## src/rtl/sdp_ram.sv

```systemverilog
// Simple dual-port RAM: byte-enabled write port A, read port B with 1- or 2-cycle
// latency, same-address collision policy, read-valid strobe and a zeroing sweep engine.
module sdp_ram #(
  parameter int DATA_W = 16,
  parameter int ADDR_W = 4,
  parameter int BYTE_W = 8,
  parameter int RD_LAT = 1,
  parameter int BYPASS = 1
) (
  input  logic                       clk,
  input  logic                       rst_n,
  input  logic                       clr,
  output logic                       busy,
  input  logic                       wea,
  input  logic [ADDR_W-1:0]          addra,
  input  logic [DATA_W-1:0]          dina,
  input  logic [DATA_W/BYTE_W-1:0]   bea,
  input  logic                       reb,
  input  logic [ADDR_W-1:0]          addrb,
  output logic [DATA_W-1:0]          doutb,
  output logic                       doutb_valid
);

  localparam int DEPTH = 2 ** ADDR_W;
  localparam int NBE   = DATA_W / BYTE_W;

  typedef enum logic {
    CLEAR = 1'b0,
    IDLE  = 1'b1
  } state_t;

  state_t              state;
  state_t              state_nxt;
  logic [ADDR_W-1:0]   cnt;
  logic [ADDR_W-1:0]   cnt_nxt;

  logic [DATA_W-1:0]   mem [DEPTH];

  logic                wr_en;
  logic                rd_en;
  logic [DATA_W-1:0]   rd_word;
  logic                pipe_v;
  logic [DATA_W-1:0]   pipe_d;

  // ---------------------------------------------------------------------------
  // Sweep FSM: CLEAR walks cnt through every address, IDLE serves traffic.
  // ---------------------------------------------------------------------------
  always_ff @(posedge clk or negedge rst_n) begin
    if (!rst_n) begin
      state <= CLEAR;
      cnt   <= '0;
    end else begin
      state <= state_nxt;
      cnt   <= cnt_nxt;
    end
  end

  always_comb begin
    state_nxt = state;
    cnt_nxt   = cnt;
    case (state)
      CLEAR: begin
        cnt_nxt = cnt + ADDR_W'(1);
        if (&cnt) state_nxt = IDLE;
      end
      IDLE: begin
        cnt_nxt = '0;
        if (clr) state_nxt = CLEAR;
      end
      default: begin
        state_nxt = CLEAR;
        cnt_nxt   = '0;
      end
    endcase
  end

  assign busy  = (state == CLEAR);
  assign wr_en = (state == IDLE) && wea;
  assign rd_en = (state == IDLE) && reb;

  // ---------------------------------------------------------------------------
  // Storage. No reset on the array; the sweep provides the defined contents.
  // ---------------------------------------------------------------------------
  always_ff @(posedge clk) begin
    if (state == CLEAR) begin
      mem[cnt] <= '0;
    end else if (wr_en) begin
      for (int i = 0; i < NBE; i++) begin
        if (bea[i]) mem[addra][i*BYTE_W +: BYTE_W] <= dina[i*BYTE_W +: BYTE_W];
      end
    end
  end

  // Collision: with BYPASS the enabled lanes of the incoming write win.
  always_comb begin
    rd_word = mem[addrb];
    if ((BYPASS != 0) && wr_en && (addra == addrb)) begin
      for (int i = 0; i < NBE; i++) begin
        if (bea[i]) rd_word[i*BYTE_W +: BYTE_W] = dina[i*BYTE_W +: BYTE_W];
      end
    end
  end

  // ---------------------------------------------------------------------------
  // Read pipeline. Handshake: a read is accepted on any edge where reb=1 and the
  // block is not sweeping (no ready back-pressure); doutb_valid pulses exactly
  // once, RD_LAT edges later, and doutb holds its value between completions.
  // ---------------------------------------------------------------------------
  generate
    if (RD_LAT == 2) begin : g_lat2
      logic                v_q;
      logic [DATA_W-1:0]   d_q;

      always_ff @(posedge clk or negedge rst_n) begin
        if (!rst_n) begin
          v_q <= 1'b0;
          d_q <= '0;
        end else begin
          v_q <= rd_en;
          if (rd_en) d_q <= rd_word;
        end
      end

      assign pipe_v = v_q;
      assign pipe_d = d_q;
    end else begin : g_lat1
      assign pipe_v = rd_en;
      assign pipe_d = rd_word;
    end
  endgenerate

  always_ff @(posedge clk or negedge rst_n) begin
    if (!rst_n) begin
      doutb       <= '0;
      doutb_valid <= 1'b0;
    end else begin
      doutb_valid <= pipe_v;
      if (pipe_v) doutb <= pipe_d;
    end
  end

endmodule
```

## config.mk

```make
export PLATFORM = sky130hd
export DESIGN_NAME = sdp_ram
export DESIGN_NICKNAME = d
export VERILOG_FILES = /design/src/rtl/sdp_ram.sv
export SDC_FILE = /design/constraint.sdc
export NUM_CORES = 1
export LEC_CHECK = 0
export BUFFER_PORTS_ARGS = -buffer_cell sky130_fd_sc_hd__buf_2
export CORE_UTILIZATION = 30
export DETAILED_ROUTE_END_ITERATION = 6
export SLEW_MARGIN = 20
export SYNTH_ARGS = -nofsm -noshare
export SYNTH_HDL_FRONTEND = slang
export SYNTH_SLANG_ARGS = --single-unit
export TNS_END_PERCENT = 10
```

## constraint.sdc

```tcl
create_clock -name clk -period 6.4 [get_ports clk]
set_input_delay 1.28 -clock clk [delete_from_list [all_inputs] [get_ports clk]]
set_output_delay 1.28 -clock clk [all_outputs]
set_load 0.01 [all_outputs]
```

==> results.txt, run 1 <==
The area of the core region is between 30000 and 40000 µm². In this run the mean area of a mapped cell was 19.91 µm². The count of boundary I/O pins is between 40 and 50. Setup repair after global routing left no endpoint under its margin. The buffer type at the clock tree root is sky130_fd_sc_hd__clkbuf_16. After detailed routing, the average wire length per cell comes to around 22 µm. The count of nets after finishing is 640. The worst setup path is launched from an input pin. The routability congestion estimate came out at around 0.78.

The worst setup slack before clock tree synthesis is around 2.4 ns. The clock arrives with between 0.008 and 0.009 ns of skew. The critical path is of the in2reg type. The length of the first detailed-routing pass in iterations came out at 5.

The most used flip-flop cell after synthesis is sky130_fd_sc_hd__edfxtp_1. The flow ran to the end, and the final reports show no timing, DRC or antenna violations. The max capacitance violation total is 0. The data arrival time at the worst-slack endpoint is 3.60 ns. The worst-margin pin slew is approximately 1.1 ns. The via count of the first global-routing pass is about 5500.

The antenna diode count came out at 0. The internal power came out at between 3000 and 4000 µW. The first-iteration detailed-routing DRC count is 439. The switching power came out at around 1300 µW.

The final count of pins violating max slew came out at 0. Yosys printed 0 warnings. The minimum setup slack in the final design came out at between 2 and 3 ns. In this run the static leakage power is between 0.004 and 0.005 µW. The number of hold violations in the final report came to 0. The number of setup violations in the final report came out at 0. The share of layout cells above drive strength 1 is between 20 and 25%. The total negative slack for setup checks came out at 0 ns.

The final worst-path cycle share came out at a little over half. The async set-reset flop share out of synthesis is under 10%. The TritonCTS clock tree is done. After layout, the minimum clock period comes to 3.453 ns. The number of enable-type register cells in the synthesized netlist came out at 256. The initial antenna violation count is 0. The share of power burned in combinational logic is 16.8%. The number of different library cells in the post-synthesis netlist is 34. The initial utilization of the core area, before any placement, comes to between 30 and 40%. The highest fanout seen on the critical path is 26.

The power share of the clock group is roughly a third. The floorplan step set the die height to ~190 µm. The via density per instance is 5.037. The floorplan row count is 69. The floorplan step defined a die boundary enclosing about 38000 µm².

Power spread over the standard cell area amounts to approximately 400 nW/µm². The remaining antenna violation count came out at 0. Global routing used between 10% and 20% of the available tracks.

The number of filler instances in the final layout is 3316. The relative max-transition margin came out at a little over a quarter. The half-perimeter wire length after detailed placement is between 15 and 20 mm. Counting the buffers created by CTS gives 26. The switching power as a share of total power is a little over a quarter. The total of buffers placed on input and output ports is 48. The maximum number of pins on one net before global-route repair came out at 37. For this run, design rule violations remaining after detail routing come to 0. The area of the mapped netlist came out at 11050 µm². The fraction of met1 tracks used by global routing is between 10% and 20%. The total grt overflow is 0.

For met3 alone, demand over resource in global routing was ~2.1%. The worst-case IR drop observed on VDD is roughly 0.00019 V. The total vias in the final route is 5485.

In this run the post-CTS setup repair buffer count came out at 0. The number of cells upsized or downsized after cts came out at 0. The number of buffers on the longest clock path is 3.

The power consumption came out at 4979 µW. The layout-stage area growth over the synthesis result came out at 14.39%. STA puts the critical path data required time at between 6 and 7 ns.

The chip width came out at a little under 200 µm. The min-delay analysis places its worst path in the category reg2reg. The sequential power share is 50.7%. CTS built an H-tree with a depth of 1.

Counting every sink on the clock net gives roughly 280. The global-route wire length before repair is between 30 and 40 mm. The insertion delay to the later sink of the worst-skew pair is around 0.53 ns. The global routing stage identified its most utilized layer as met2. The wire length reported by the detailed router is 23.98 mm.

The gate count after technology mapping is ~560. The worst setup path is captured at a register. Counting flops and latches in the post-synthesis netlist gives 278. The fmax came out at a little under 300 MHz. The final core utilization came out at a little over a third. The proportion of synthesized chip area in sequential cells came out at 74.56%. The number of nets produced by synthesis is 587. The number of buffers inserted for hold repair after clock tree synthesis is 0. The met2 track demand over resource in global routing is between 20% and 30%.

The clock input transition at the sequential cells of the worst setup and hold paths came out at ~0.070 ns.
==> critical path: stages <==
cell                      delay (ns)
sky130_fd_sc_hd__buf_2          0.12
sky130_fd_sc_hd__o211a_1        0.74
sky130_fd_sc_hd__mux2i_1        0.48
sky130_fd_sc_hd__nand2_1        0.19
sky130_fd_sc_hd__nor2_1         0.77
==> through the flow <==
stage          hold slack, ns  instance area (µm²)  std cells
3_3_place_gp           0.5437                11740       1041
5_1_grt                0.6010                12640       1089
4_1_cts                0.5745                12640       1089
2_1_floorplan          0.4944                11050        555
6_report               0.5706                12640       1089
3_5_place_dp           0.5587                11740       1041
==> state kept, by name, summed over array words and instances (netlist names) <==
| signal | count |
|---|---|
| doutb_valid | 1 |
| mem | 256 |
| state | 1 |
| cnt | 4 |
| doutb | 16 |
==> cell families (layout without fill, tap and decap cells) <==
group | count (synthesis) | count (layout) | share of synthesized area, %
flip-flops | 278 | 278 | 74.56
AND/OR/NAND/NOR | 114 | 114 | 5.039
multiplexers | 66 | 66 | 13.82
AO/OA/AOI/OAI | 58 | 58 | 4.258
buffers and inverters | 32 | 105 | 1.744
XOR/XNOR | 6 | 6 | 0.4756
adder cells (fa/ha/maj) | 1 | 1 | 0.1132
==> per-layer routing <==
metal  wire [µm]  vias to the layer above
met5           0                        -
li1            -                     2393
met1       10320                     2842
met3        1558                       39
met4         548                        0
met2       11550                      211
==> cell usage after synthesis, types with 3 or more instances <==
cell type	count	share of area, %
sky130_fd_sc_hd__mux4_1	17	4.0
sky130_fd_sc_hd__nor2b_1	3	0.17
sky130_fd_sc_hd__clkbuf_1	14	0.48
sky130_fd_sc_hd__edfxtp_1	256	70
sky130_fd_sc_hd__and2_1	33	1.9
sky130_fd_sc_hd__a31oi_1	6	0.34
sky130_fd_sc_hd__nor2_1	37	1.3
sky130_fd_sc_hd__nand4_1	3	0.17
sky130_fd_sc_hd__buf_1	6	0.20
sky130_fd_sc_hd__nand2_1	28	0.95
sky130_fd_sc_hd__inv_1	4	0.14
sky130_fd_sc_hd__dfrtp_1	22	5.0
sky130_fd_sc_hd__xor2_1	4	0.32
sky130_fd_sc_hd__a221o_1	16	1.4
sky130_fd_sc_hd__buf_12	3	0.54
sky130_fd_sc_hd__mux4_2	47	9.6
sky130_fd_sc_hd__a22oi_1	32	2.2
==> area by class of cell <==
cell class	count	area, µm²	area share [%]
Clock buffer	37	753.2	5.959
Clock inverter	11	150.1	1.188
Inverter	4	15.01	0.1188
Multi-Input combinational cell	245	2626	20.78
Sequential cell	278	8238	65.18
Tap cell	461	576.8	4.563
Timing Repair Buffer	53	280.3	2.217
==> power by group through the flow <==
stage	logic (µW)	registers, µW	clock network, µW
global placement	829	2550	0
floorplan	535	2530	0
CTS	848	2530	1640
global route	909	2560	1700
finish	837	2520	1620
detailed placement	844	2560	0
==> path summary, 6_finish.rpt <==
kind | from | end | slack [ns] | cells past startpoint
setup / recovery | bea[1] | mem[11][8]$_DFFE_PP_ | 2.95 | 5
hold / removal | cnt[0]$_DFF_PN0_ | cnt[0]$_DFF_PN0_ | 0.57 | 1
setup reg to reg | state$_DFF_PN0_ | mem[11][8]$_DFFE_PP_ | 3.17 | 4
hold reg to reg | cnt[0]$_DFF_PN0_ | cnt[0]$_DFF_PN0_ | 0.57 | 1
max in group asynchronous | rst_n | doutb[3]$_DFFE_PN0P_ | 5.18 | 1
min in group asynchronous | rst_n | doutb[9]$_DFFE_PN0P_ | 0.78 | 1
==> layout by cell type, fill, tap and decap left out, drive strengths merged, types with 3 or more instances in the layout <==
master,count
a221o,16
nor2b,3
clkinv,7
a22oi,32
mux4,64
clkbuf,37
bufinv,4
nand4,3
nand2,28
dfrtp,22
inv,4
edfxtp,256
nor2,37
and2,33
xor2,4
buf,53
a31oi,6
(Power assumes the default switching activity.)
==> run 2, diff against run 1 <==
clock period = 3.25 ns   (was 6.4 ns; I/O delays follow)
==> run 2 against run 1 <==
Effect of this change:
- total power increased by 100%
- sequential power increased by 96%
- clock skew down 0.00074 ns
- global-route usage decreased by 0.14 points
- critical path type is now reg2reg
- largest cell class unchanged
- largest power group unchanged
==> results.txt, run 2 (synthesized netlist as in run 1, its figures left out) <==
In this run the critical register-to-register path is captured at mem[11][3]$_DFFE_PP_. The clock input transition at the sequential cells of the worst setup and hold paths came to 0.06 ns (about the same). The flow ran to the end, and the final reports show no timing, DRC or antenna violations. The shortest clock period the worst path allows after layout is between 2 and 2.5 ns. The cell area after placement is 12080 µm² (+2.9%). The buffer type at the clock tree root is sky130_fd_sc_hd__clkbuf_16.

The DRC violation count after routing was 0 (unchanged). The most common library cell in the layout ignoring fill and taps is sky130_fd_sc_hd__edfxtp_1. The delay of the slowest cell on the worst path came out at 0.81 ns (+0.04 ns). The buffers plus inverters on the worst setup path came out at 2 (+1). The maximum number of pins on one net before global-route repair is 47 (+27%). The total of buffers placed on input and output ports came to 48 (unchanged). The initial antenna violation count came out at 0 (unchanged). The final count of pins violating max slew came out at 0 (unchanged).

The count of boundary I/O pins came out at 49 (unchanged). The worst slack on hold paths is 0.09747 ns (-0.4731 ns). The first-iteration detailed-routing DRC count came to 438 (-0.23%). The highest fanout seen on the critical path came out at 14 (-46%). The startpoint identified for the worst register-to-register timing path is state$_DFF_PN0_. The total grt overflow is 0 (unchanged). In the layout the commonest cells are 256 x sky130_fd_sc_hd__edfxtp_1, 47 x sky130_fd_sc_hd__mux4_2, 47 x sky130_fd_sc_hd__buf_2, 47 x sky130_fd_sc_hd__buf_4, 37 x sky130_fd_sc_hd__nor2_1. TritonCTS built the clock tree.

The data arrival time at the worst-slack endpoint came to 2.69 ns (-0.91 ns). The reg2reg setup slack is 0.84 ns (-2.33 ns). The worst setup path is of the reg2reg kind.

The power density of the placed cells is 778.6 nW/µm² (+98%). Static timing analysis puts the maximum clock frequency at 415.5 MHz. The clock sink count came out at 278 (unchanged). The maximum ir drop on the vdd rail is 0.0004078 V (+110%). The number of buffers on the longest clock path came to 3 (unchanged).

The total vias in the final route is 5553 (+1.2%). Traced cell by cell, the critical path runs through o211a_1 > buf_4 > a31oi_1 > nor2_1 > buf_4. The largest registers in the layout are mem: 256 flops, doutb: 16 flops, cnt: 4 flops. The cell type group with the largest total delay on the critical path is compound AO/OA/AOI/OAI gates. The count of H-tree levels built during CTS is 1 (unchanged). The starting utilization of the core area is 30.77% (unchanged). The buffer count from post-CTS setup fixing is 0 (unchanged). The required arrival time at the worst endpoint is 3.53 ns (-3.01 ns). Among all stages on the critical path, the largest delay is contributed by sky130_fd_sc_hd__a31oi_1. The instance count after placement with tap cells included came to 1084 (+4.1%).

The final instance area came out at 13040 µm² (+3.2%). The final core utilization came out at 36.31% (+1.1 points). The via density per instance is 4.905 (-2.6%). The max capacitance violation total came out at 0 (unchanged). The per-cell routed wire length is 20.97 µm (-4.8%).

The kind of end point of the critical path is a register. The number of non-filler instances in the completed layout came out at 1132 (+3.9%). Setup repair after global routing left no endpoint under its margin. The insertion delay to the later sink of the worst-skew pair is 0.53 ns (about the same).

The die area came to 37600 µm² (unchanged). The depth of the most critical reg-to-reg path is 5 (+1). The number of flip-flops in the largest register came out at 256 (unchanged). The number of cells upsized or downsized after cts came out at 0 (unchanged).

The worst-margin pin slew is 1.088 ns (-0.0003062 ns). The share of layout cells above drive strength 1 was 28.02% (+5.4 points). The length of the first detailed-routing pass in iterations came out at 5 (unchanged). The final worst-path cycle share is 74.06%. The relative max-transition margin was 27.14% (about the same). The number of filler instances in the final layout is 3310 (-0.18%).

More flip-flops sit in one register than any other, and that register is mem. The number of buffers inserted for hold repair after clock tree synthesis is 0 (unchanged). The y dimension of the die is 193.9 µm (unchanged).

The final clock skew is 0.008145 ns (-0.0007410 ns). The fraction of met1 tracks used by global routing came out at 17.06% (-0.38 points). The number of hold violations in the final report came out at 0 (unchanged). The global-route wire length before repair is 35.81 mm (about the same).

The met2 track demand over resource in global routing is 21.11% (+0.41 points). The half-perimeter wire length after detailed placement came to 15.45 mm (+2.7%). The remaining antenna violation count was 0 (unchanged). Compared with the post-synthesis result, the final layout area differs by 18.03%. The antenna diode count was 0 (unchanged). The static leakage power is 0.004556 µW (+5.8%). The routability congestion estimate is 0.7888 (+0.60%). The area of the core region came to 35910 µm² (unchanged).

The wire length reported by the detailed router came out at 23.74 mm (-0.99%). The worst hold path belongs to the class in2async. The number of setup violations in the final report was 0 (unchanged). The via count of the first global-routing pass came out at 5644 (+1.8%).

The count of nets after finishing is 683 (+6.7%). STA classifies the critical path startpoint as a register. The global routing stage identified its most utilized layer as met2. The overall global routing resource usage was 12.58% (-0.14 points).

The total negative slack for setup checks came out at 0 ns (unchanged). The floorplan row count came out at 69 (unchanged). The most numerous cell type found on the critical path is sky130_fd_sc_hd__buf_4.

The met3 usage was 1.513% (-0.59 points). The chip width is 193.9 µm (unchanged). The number of clock buffers inserted by TritonCTS came out at 26 (unchanged).
[run 2: through the flow]
stage	power [µW]	setup slack [ns]
global route	10570	0.6775
global placement	6835	0.4700
floorplan	6029	0.9399
finish	10150	0.8432
CTS	10250	0.8029
detailed placement	6882	0.4425
[run 2: final cells by class]
type	count	area [µm²]	share of cell area [%]
Clock buffer	32	714.4	5.478
Clock inverter	16	250.2	1.919
Inverter	4	15.01	0.1151
Multi-Input combinational cell	245	2619	20.08
Sequential cell	278	8238	63.17
Tap cell	461	576.8	4.423
Timing Repair Buffer	96	628.1	4.816
[run 2: per-layer routing]
| metal | wire [µm] | share of wire [%] |
|---|---|---|
| met3 | 1123 | 4.7 |
| met5 | 0 | 0 |
| met2 | 11640 | 49 |
| met1 | 10500 | 44 |
| met4 | 479 | 2.0 |
[run 2: power breakdown]
group | internal (µW) | switching [µW] | leakage, µW
Combinational | 739 | 1100 | 0.00142
Sequential | 4720 | 214 | 0.00267
Clock | 2050 | 1330 | 0.000458
Total | 7510 | 2640 | 0.00456
[run 2: worst max path at each step]
stage	from	endpoint	cells past startpoint
4_1_cts	state$_DFF_PN0_	mem[11][3]$_DFFE_PP_	5
5_1_grt	state$_DFF_PN0_	mem[11][11]$_DFFE_PP_	5
3_5_place_dp	addrb[0]	doutb[1]$_DFFE_PN0P_	6
3_3_place_gp	addrb[0]	doutb[7]$_DFFE_PN0P_	6
6_report	state$_DFF_PN0_	mem[11][3]$_DFFE_PP_	5
2_1_floorplan	bea[1]	mem[13][0]$_DFFE_PP_	5
